--- config.mk ---
export PLATFORM = sky130hd
export DESIGN_NAME = instr_fetch_unit
export DESIGN_NICKNAME = d
export VERILOG_FILES = /design/src/rtl/rv32_pkg.sv /design/src/rtl/instr_type_decode.sv /design/src/rtl/instr_fetch_unit.sv
export SDC_FILE = /design/constraint.sdc
export NUM_CORES = 1
export LEC_CHECK = 0
export ABC_CLOCK_PERIOD_IN_PS = 4050
export CAP_MARGIN = 20
export CORE_ASPECT_RATIO = 1.2
export CORE_MARGIN = 1
export CORE_UTILIZATION = 65
export CTS_BUF_LIST = sky130_fd_sc_hd__clkbuf_4 sky130_fd_sc_hd__clkbuf_8
export DETAILED_ROUTE_END_ITERATION = 10
export DONT_BUFFER_PORTS = 1
export PLACE_DENSITY_LB_ADDON = 0.15
export SLEW_MARGIN = 15
export SYNTH_ARGS = -nofsm -noshare
export SYNTH_HDL_FRONTEND = slang
export SYNTH_SLANG_ARGS = --single-unit
--- constraint.sdc ---
create_clock -name clk -period 4.05 [get_ports clk]
set_input_delay 0.81 -clock clk [delete_from_list [all_inputs] [get_ports clk]]
set_output_delay 0.81 -clock clk [all_outputs]
set_load 0.02 [all_outputs]
--- src/rtl/rv32_pkg.sv ---
// Shared RV32 constants: instruction-format codes, base opcodes, NOP word,
// fetch FSM encoding and the IF/ID slot layout.
package rv32_pkg;

    localparam logic [2:0] I_TYPE = 3'b000;
    localparam logic [2:0] S_TYPE = 3'b001;
    localparam logic [2:0] B_TYPE = 3'b010;
    localparam logic [2:0] U_TYPE = 3'b011;
    localparam logic [2:0] J_TYPE = 3'b100;
    localparam logic [2:0] R_TYPE = 3'b101;

    localparam logic [6:0] OP_LUI      = 7'b0110111;
    localparam logic [6:0] OP_AUIPC    = 7'b0010111;
    localparam logic [6:0] OP_JAL      = 7'b1101111;
    localparam logic [6:0] OP_JALR     = 7'b1100111;
    localparam logic [6:0] OP_BRANCH   = 7'b1100011;
    localparam logic [6:0] OP_LOAD     = 7'b0000011;
    localparam logic [6:0] OP_STORE    = 7'b0100011;
    localparam logic [6:0] OP_IMM      = 7'b0010011;
    localparam logic [6:0] OP_OP       = 7'b0110011;
    localparam logic [6:0] OP_MISC_MEM = 7'b0001111;
    localparam logic [6:0] OP_SYSTEM   = 7'b1110011;

    localparam logic [31:0] NOP_INSTR = 32'h0000_0013;

    typedef enum logic {
        S_REQ  = 1'b0,
        S_WAIT = 1'b1
    } fetch_state_e;

    typedef struct packed {
        logic [31:0] instr;
        logic [31:0] pc;
        logic [2:0]  instr_type;
        logic        illegal;
    } if_id_t;

endpackage

--- src/rtl/instr_type_decode.sv ---
// Opcode -> instruction format classifier, shared with the decode stage.
// FETCH_ILLEGAL_CHECK_EN enables flagging of unrecognised opcodes.
module instr_type_decode
    import rv32_pkg::*;
(
    input  logic [31:0] instr,
    output logic [2:0]  instr_type,
    output logic        illegal
);

    // Only the opcode field participates in classification.
    logic unused_bits;
    assign unused_bits = ^instr[31:7];

    always_comb begin
        instr_type = I_TYPE;
        illegal    = 1'b0;
        case (instr[6:0])
            OP_LUI, OP_AUIPC:                          instr_type = U_TYPE;
            OP_JAL:                                    instr_type = J_TYPE;
            OP_JALR, OP_LOAD, OP_IMM, OP_MISC_MEM,
            OP_SYSTEM:                                 instr_type = I_TYPE;
            OP_STORE:                                  instr_type = S_TYPE;
            OP_BRANCH:                                 instr_type = B_TYPE;
            OP_OP:                                     instr_type = R_TYPE;
            default: begin
                // Every listed opcode ends in 2'b11, so this also catches
                // compressed/non-32-bit encodings.
                instr_type = I_TYPE;
`ifdef FETCH_ILLEGAL_CHECK_EN
                illegal    = 1'b1;
`else
                illegal    = 1'b0;
`endif
            end
        endcase
    end

endmodule

--- src/rtl/instr_fetch_unit.sv ---
// RV32 fetch stage: PC, single-outstanding imem req/gnt/rvalid port, and a
// registered IF/ID slot. Optional: FETCH_ILLEGAL_CHECK_EN (via decoder).
module instr_fetch_unit
    import rv32_pkg::*;
#(
    parameter logic [31:0] RESET_PC = 32'h0000_0000
) (
    input  logic        clk,
    input  logic        rst,
    output logic        imem_req,
    output logic [31:0] imem_addr,
    input  logic        imem_gnt,
    input  logic        imem_rvalid,
    input  logic [31:0] imem_rdata,
    input  logic        redirect_valid,
    input  logic [31:0] redirect_pc,
    output logic        id_valid,
    input  logic        id_ready,
    output logic [31:0] id_instr,
    output logic [31:0] id_pc,
    output logic [2:0]  id_instr_type,
    output logic        id_illegal
);

    fetch_state_e state_q, state_d;
    logic [31:0]  pc_q, pc_d;
    logic         req_pending_q, req_pending_d;
    logic         discard_q, discard_d;
    logic         load;
    logic         slot_free;
    logic         req_fire;
    logic [31:0]  redirect_aligned;
    logic [2:0]   dec_type;
    logic         dec_illegal;
    logic         id_valid_q;
    if_id_t       slot_q;

    instr_type_decode u_dec (
        .instr      (imem_rdata),
        .instr_type (dec_type),
        .illegal    (dec_illegal)
    );

    assign slot_free        = !id_valid_q || id_ready;
    assign req_fire         = imem_req && imem_gnt;
    assign redirect_aligned = {redirect_pc[31:2], 2'b00};

    // State register
    always_ff @(posedge clk or posedge rst) begin
        if (rst) begin
            state_q       <= S_REQ;
            pc_q          <= RESET_PC;
            req_pending_q <= 1'b0;
            discard_q     <= 1'b0;
        end else begin
            state_q       <= state_d;
            pc_q          <= pc_d;
            req_pending_q <= req_pending_d;
            discard_q     <= discard_d;
        end
    end

    // Next-state logic; redirect outranks every other event.
    always_comb begin
        state_d       = state_q;
        pc_d          = pc_q;
        req_pending_d = req_pending_q;
        discard_d     = discard_q;
        load          = 1'b0;
        case (state_q)
            S_REQ: begin
                if (redirect_valid) begin
                    pc_d          = redirect_aligned;
                    req_pending_d = 1'b0;
                    if (req_fire) begin
                        state_d   = S_WAIT;
                        discard_d = 1'b1;
                    end
                end else if (req_fire) begin
                    state_d       = S_WAIT;
                    req_pending_d = 1'b0;
                end else if (imem_req) begin
                    req_pending_d = 1'b1;
                end
            end
            S_WAIT: begin
                if (redirect_valid) begin
                    pc_d = redirect_aligned;
                    // A response arriving with the redirect is the one being
                    // dropped, so there is nothing left to wait for.
                    if (imem_rvalid) begin
                        state_d   = S_REQ;
                        discard_d = 1'b0;
                    end else begin
                        discard_d = 1'b1;
                    end
                end else if (imem_rvalid) begin
                    state_d   = S_REQ;
                    discard_d = 1'b0;
                    if (!discard_q) begin
                        load = 1'b1;
                        pc_d = pc_q + 32'd4;
                    end
                end
            end
            default: begin
                state_d = S_REQ;
            end
        endcase
    end

    // Outputs; request stays low while reset is held.
    always_comb begin
        imem_req  = !rst && (state_q == S_REQ) && (slot_free || req_pending_q);
        imem_addr = pc_q;
    end

    // IF/ID slot
    always_ff @(posedge clk or posedge rst) begin
        if (rst) begin
            id_valid_q <= 1'b0;
            slot_q     <= '{instr: NOP_INSTR, pc: 32'h0, instr_type: I_TYPE, illegal: 1'b0};
        end else if (redirect_valid) begin
            id_valid_q <= 1'b0;
        end else if (load) begin
            id_valid_q <= 1'b1;
            slot_q     <= '{instr: imem_rdata, pc: pc_q, instr_type: dec_type, illegal: dec_illegal};
        end else if (id_ready) begin
            id_valid_q <= 1'b0;
        end
    end

    assign id_valid      = id_valid_q;
    assign id_instr      = slot_q.instr;
    assign id_pc         = slot_q.pc;
    assign id_instr_type = slot_q.instr_type;
    assign id_illegal    = slot_q.illegal;

endmodule

==> summary.txt, run 1 <==
Outcome
  • Status: finished clean

Timing
  • Worst-Margin Slew: 991 ps
  • Tcrit/Tclk final: 0.649
  • Final setup viols: 0
  • Final critical-path required period: 2630 ps
  • Worst Clk Skew: 8.80 ps
  • Final Hold Fails: 0
  • Final Max Slew Viols: 0
  • Fmax: 0.380 GHz
  • Max_slew headroom: 0.337
  • Setup ws final: 1420 ps
  • RSZ-0062 raised after global routing: false
  • Final setup TNS: 0 ps

Critical path
  • CP max FO: 8
  • Worst Path Arrival: 2840 ps
  • Crit. Startpoint: imem_addr[2]
  • Worst Path Required: 4260 ps
  • Critical path launch point type: flip-flop
  • CP max stage delay: 610 ps
  • Worst setup EP type: flip-flop
  • Most numerous cell on the critical path: nor3_1
  • Slowest cell on the critical path: dfrtp_1
  • Critical-path cell list: ha_1, nand3_1, nor3_1, nand4_1, nor3_1, a221oi_1
  • Reg-to-Reg Start: imem_addr[2]
  • Crit path kind: flip-flop to flip-flop

Routing
  • Routed vias: 3659
  • Wirelength per Cell: 17.6 µm
  • Final wirelength: 10.6 mm
  • Post-route ant nets: 0
  • Drt pass-1 iters: 4
  • Iter 0 DRT Violations: 256
  • Drc violations: 0
  • Post-DR vias/cell: 6.07

Layout
  • Commonest non-fill, non-tap cell in the layout: nand2_1
  • Fillers: 550
  • Area grow syn2layout: 5.70%
  • Multi-input logic area: 1900 µm²
  • Sequential Area: 2480 µm²
  • Cell area after layout: 4810 µm²
  • Most frequent cells in the layout: 207 x nand2_1, 96 x dfrtp_1, 31 x a21oi_1
  • Share of cells above drive strength 1: 0.0736
  • N_diodes: 0
  • Nets: 582

Clocking
  • CTS Buf Count: 9
  • CTS tree: done
  • Post-cts sizing count: 0
  • Clk slew on worst S/H paths: 100 ps
  • Setup Buffers After CTS: 0
  • Clock Sinks: 99
  • Root Driver: clkbuf_8
  • H-tree Lvls: 3
  • Worst skew pair latency: 350 ps
  • CTS Buffer Depth: 2
  • # hold bufs at CTS: 0

Floorplan
  • Die W: 78.4 µm
  • Die area: 7340 µm²
  • Core outline area: 6810 µm²
  • DIE HEIGHT: 93.6 µm
  • Total I/O pin count: 172
  • Initial Util: 0.667
  • Row cnt: 33

Global routing
  • All-Layer GR Usage: 0.287
  • Largest net degree at the start of global routing: 76
  • Total congestion overflow: 0
  • Initial antenna violation count: 0
  • Vias in the first global route: 3381
  • First-pass GRT wire length: 16.2 mm

Min path
  • HP Start: id_instr[0]
  • Hold Path Class: flip-flop to flip-flop

Power and ir drop
  • Overall Power: 0.00315 W
  • Peak supply drop: 338 µV
  • Pwr/cell area: 655 nW/µm²
  • Lkg Pwr: 2.28 nW

Placed design
  • Placed inst area: 4580 µm²
  • Port bufs: 0
  • Placed wire-length estimate: 7.35 mm
  • Pre-CTS worst setup slack: 1390 ps
  • RePlAce Congestion: 0.806

Run
  • MaxCap Viol Count: 0

Logic synthesis
  • Post-synth EDFFs: 0
  • Yosys reg bits: 99
  • Cell variety after synth: 53
  • Sequential area share after synthesis: 0.546
  • Mapped Area: 4550 µm²
  • Primary FF master, synth: dfrtp_1
  • Synth async-reset ratio: 1.00
  • Synth warn: 0
  • Gate Count Post-Synth: 523
  • Syn_area_per_cell: 8.69 µm²
[state kept, by name (all words and copies together), names as in the netlist]
name,flops
discard_q,1
imem_addr,30
id_instr,32
req_pending_q,1
id_pc,30
id_valid,1
state_q,1
id_instr_type,3
[synthesized netlist by cell type, drive strengths merged, types with 2 or more instances]
cell / count / area share
mux2: 2 / 0.0050
and3: 7 / 0.0096
nor2b: 3 / 0.0041
nand4: 8 / 0.012
a21oi: 31 / 0.034
o31ai: 3 / 0.0050
dfstp: 3 / 0.017
nand3: 9 / 0.013
buf: 8 / 0.011
nand2b: 2 / 0.0028
dfrtp: 96 / 0.53
or4: 4 / 0.0083
xnor2: 2 / 0.0039
nor4: 4 / 0.0055
xor2: 4 / 0.0077
o22ai: 9 / 0.012
a221oi: 2 / 0.0039
a31oi: 2 / 0.0028
a41oi: 3 / 0.0058
clkbuf: 25 / 0.021
o21ai: 17 / 0.019
nor3b: 3 / 0.0050
nor2: 19 / 0.016
and4: 2 / 0.0039
a32oi: 2 / 0.0039
and2: 3 / 0.0041
nand2: 208 / 0.17
inv: 12 / 0.0099
nor3: 7 / 0.011
a41o: 2 / 0.0044
a2bb2oi: 2 / 0.0039
a211oi: 4 / 0.0066
a32o: 2 / 0.0044
o22a: 2 / 0.0039
[logic make-up after synthesis]
kind of cell / synth area share
muxes: 0.00495
other: 0.000825
DFF: 0.546
AOI/OAI and AO/OA: 0.119
xor gates and xnor gates: 0.0116
and+or+nand+nor: 0.274
buffers and inverters: 0.0416
adders and majority gates: 0.00275
[worst max-delay path, delay by kind of cell, from the launching register on]
kind / cells / cell delay [ps]
and+or+nand+nor: 4 / 1480
AOI/OAI and AO/OA: 1 / 140
adders and majority gates: 1 / 260
DFF: 1 / 610
[through the flow]
stage	std cells	utilization	hold slack, ps
4_1_cts	603	0.705	508
6_report	603	0.705	518
2_1_floorplan	527	-	476
3_3_place_gp	587	0.673	501
5_1_grt	603	0.705	499
3_5_place_dp	587	0.673	507
[worst paths after layout]
| check | end | slack (ps) | cells past startpoint |
|---|---|---|---|
| worst max-delay path | imem_addr[30] | 1420 | 6 |
| worst min-delay path | id_instr[0] | 520 | 2 |
| worst max register to register | imem_addr[30] | 1420 | 6 |
| worst min register to register | id_instr[0] | 520 | 2 |
| max in group asynchronous | id_instr[4] | 2570 | 2 |
| min in group asynchronous | req_pending_q | 540 | 1 |
[report_power, final]
| group | internal (W) | leakage (nW) | switching [W] |
|---|---|---|---|
| registers | 0.00132 | 1.21 | 0.000695 |
| clock network | 0.000358 | 0.110 | 0.000337 |
| logic | 0.000172 | 0.963 | 0.000264 |
| total | 0.00185 | 2.28 | 0.00130 |
[area by class of cell]
| type | instances | share of cell area |
|---|---|---|
| Sequential cell | 99 | 0.516 |
| Multi-Input combinational cell | 383 | 0.396 |
| Clock buffer | 10 | 0.0273 |
| Tap cell | 87 | 0.0227 |
| Clock inverter | 6 | 0.0187 |
| Inverter | 12 | 0.00989 |
| Timing Repair Buffer | 6 | 0.00937 |
[layer usage]
metal / GRT usage / wire, µm
met5: 0 / 0
met4: 0.125 / 207
met3: 0.0790 / 886
met2: 0.483 / 5410
met1: 0.345 / 4120
No activity file was read; power rests on OpenSTA's default activity.
==> run 2, diff against run 1 <==
--- a/config.mk
+++ b/config.mk
@@ -5,7 +5,7 @@
 export SDC_FILE = /design/constraint.sdc
 export NUM_CORES = 1
 export LEC_CHECK = 0
-export ABC_CLOCK_PERIOD_IN_PS = 4050
+export ABC_CLOCK_PERIOD_IN_PS = 2650
 export CAP_MARGIN = 20
 export CORE_ASPECT_RATIO = 1.2
 export CORE_MARGIN = 1
==> constraint.sdc (replaced) <==
create_clock -name clk -period 2.65 [get_ports clk]
set_input_delay 0.53 -clock clk [delete_from_list [all_inputs] [get_ports clk]]
set_output_delay 0.53 -clock clk [all_outputs]
set_load 0.02 [all_outputs]
==> run 2 against run 1 <==
Against the previous run:
- design area is 1.9% higher
- utilization rose by 1.4 points
- sequential share of layout area is 0.98 points lower
- critical endpoint is now imem_req
- cell count up 1.8%
- sequential power rose by 50%
- non-clock buffer count increased by 11
- first-iteration DRC count up 8.2%
- clock power up 44%
- die area stayed put
- flip-flop and latch count did not move
==> summary.txt, run 2 (synthesis gave the netlist of run 1 again) <==
Power and ir drop
  • Overall Power: 0.00477 W
  • Peak supply drop: 538 µV
  • Lkg Pwr: 2.33 nW
  • Pwr/cell area: 973 nW/µm²

Outcome
  • Status: finished clean

Clocking
  • Post-cts sizing count: 0
  • CTS tree: done
  • H-tree Lvls: 3
  • CTS Buffer Depth: 2
  • Clock Sinks: 99
  • Setup Buffers After CTS: 0
  • Worst skew pair latency: 370 ps
  • Clk slew on worst S/H paths: 90 ps
  • Root Driver: clkbuf_8
  • # hold bufs at CTS: 0
  • CTS Buf Count: 9

Critical path
  • R2r setup slk: 500 ps
  • Critical path launch point type: flip-flop
  • R2R depth: 5
  • Worst Path Arrival: 1660 ps
  • Reg-to-Reg Start: imem_addr[6]
  • Worst Path Required: 2120 ps
  • Crit path kind: flip-flop to output port
  • Crit. Startpoint: id_valid
  • Worst setup EP type: output port
  • R2R Path End: imem_addr[20]
  • CP max FO: 3

Layout
  • Area grow syn2layout: 7.73%
  • Commonest non-fill, non-tap cell in the layout: nand2_1
  • Cell area after layout: 4900 µm²
  • Nets: 593
  • N_diodes: 0
  • Most frequent cells in the layout: 207 x nand2_1, 96 x dfrtp_1, 31 x a21oi_1
  • Max reg flops: 32
  • Share of cells above drive strength 1: 0.0930

Placed design
  • RePlAce Congestion: 0.843
  • Port bufs: 0
  • Placed wire-length estimate: 7.37 mm
  • Placed inst area: 4690 µm²

Routing
  • Final wirelength: 10.5 mm
  • Iter 0 DRT Violations: 277
  • Drc violations: 0
  • Post-DR vias/cell: 6.07
  • Routed vias: 3729
  • Wirelength per Cell: 17.1 µm
  • Post-route ant nets: 0
  • Drt pass-1 iters: 4

Timing
  • Max_slew headroom: 0.331
  • Fmax: 0.457 GHz
  • Tcrit/Tclk final: 0.826
  • Final Max Slew Viols: 0
  • Final setup viols: 0
  • Worst-Margin Slew: 1000 ps
  • Worst Clk Skew: 8.94 ps
  • RSZ-0062 raised after global routing: false
  • Final critical-path required period: 2190 ps
  • Final Hold Fails: 0
  • Final setup TNS: 0 ps

Floorplan
  • Core outline area: 6810 µm²
  • Die W: 78.4 µm
  • Total I/O pin count: 172
  • DIE HEIGHT: 93.6 µm
  • Row cnt: 33
  • Initial Util: 0.667
  • Die area: 7340 µm²

Run
  • MaxCap Viol Count: 0

Global routing
  • First-pass GRT wire length: 16.6 mm
  • Vias in the first global route: 3627
  • All-Layer GR Usage: 0.296
  • Largest net degree at the start of global routing: 100
  • Total congestion overflow: 0
  • Initial antenna violation count: 0

Min path
  • Hold Path Class: primary input to async pin
==> run 2: cell count changes in the layout (fill, tap and decap cells not counted), sizes merged <==
| cell | change |
|---|---|
| buf | +11 |
| clkinvlp | +2 |
| clkinv | -1 |
| bufinv | -1 |
==> run 2: per-stage QoR <==
step           worst slack, ps  hold WS (ps)  cells   util
5_1_grt                    320           198    614  0.719
4_1_cts                    439           186    614  0.719
2_1_floorplan              548           476    527      -
6_report                   460           140    614  0.719
3_5_place_dp               515           510    598  0.689
3_3_place_gp               549           500    598  0.689
==> run 2: power by group <==
| part | switching (W) | leakage, nW | total (W) | internal [W] |
|---|---|---|---|---|
| logic | 0.000438 | 1.02 | 0.000726 | 0.000288 |
| clock network | 0.000544 | 0.0984 | 0.00100 | 0.000459 |
| registers | 0.00102 | 1.21 | 0.00304 | 0.00202 |
==> run 2: layout make-up <==
class	instances	area, µm²
flip-flops and latches	99	2480
multi-input cells	383	1900
inverters	12	48.8
well taps	87	109
clock buffers	10	131
repair buffers	17	153
fillers	537	1910
clock inverters	6	73.8
==> run 2: routing by layer <==
| metal | vias to the layer above | routed length (µm) | global-route usage |
|---|---|---|---|
| met5 | - | 0 | 0 |
| met4 | 0 | 272 | 0.160 |
| met3 | 23 | 881 | 0.0829 |
| met2 | 157 | 5320 | 0.499 |
| met1 | 1803 | 4040 | 0.341 |
| li1 | 1746 | - | - |
==> run 2: worst max-delay path by stage <==
| stage | end | cells after the start |
|---|---|---|
| 6_report | imem_req | 2 |
| 5_1_grt | imem_addr[30] | 6 |
| 2_1_floorplan | imem_addr[20] | 6 |
| 3_5_place_dp | imem_addr[31] | 5 |
| 4_1_cts | imem_req | 2 |
| 3_3_place_gp | imem_addr[31] | 5 |
==> run 2: critical path: stages (launching register included) <==
cell and delay [ps]:
dfrtp_1 480, nor3b_1 190, nor3_1 620
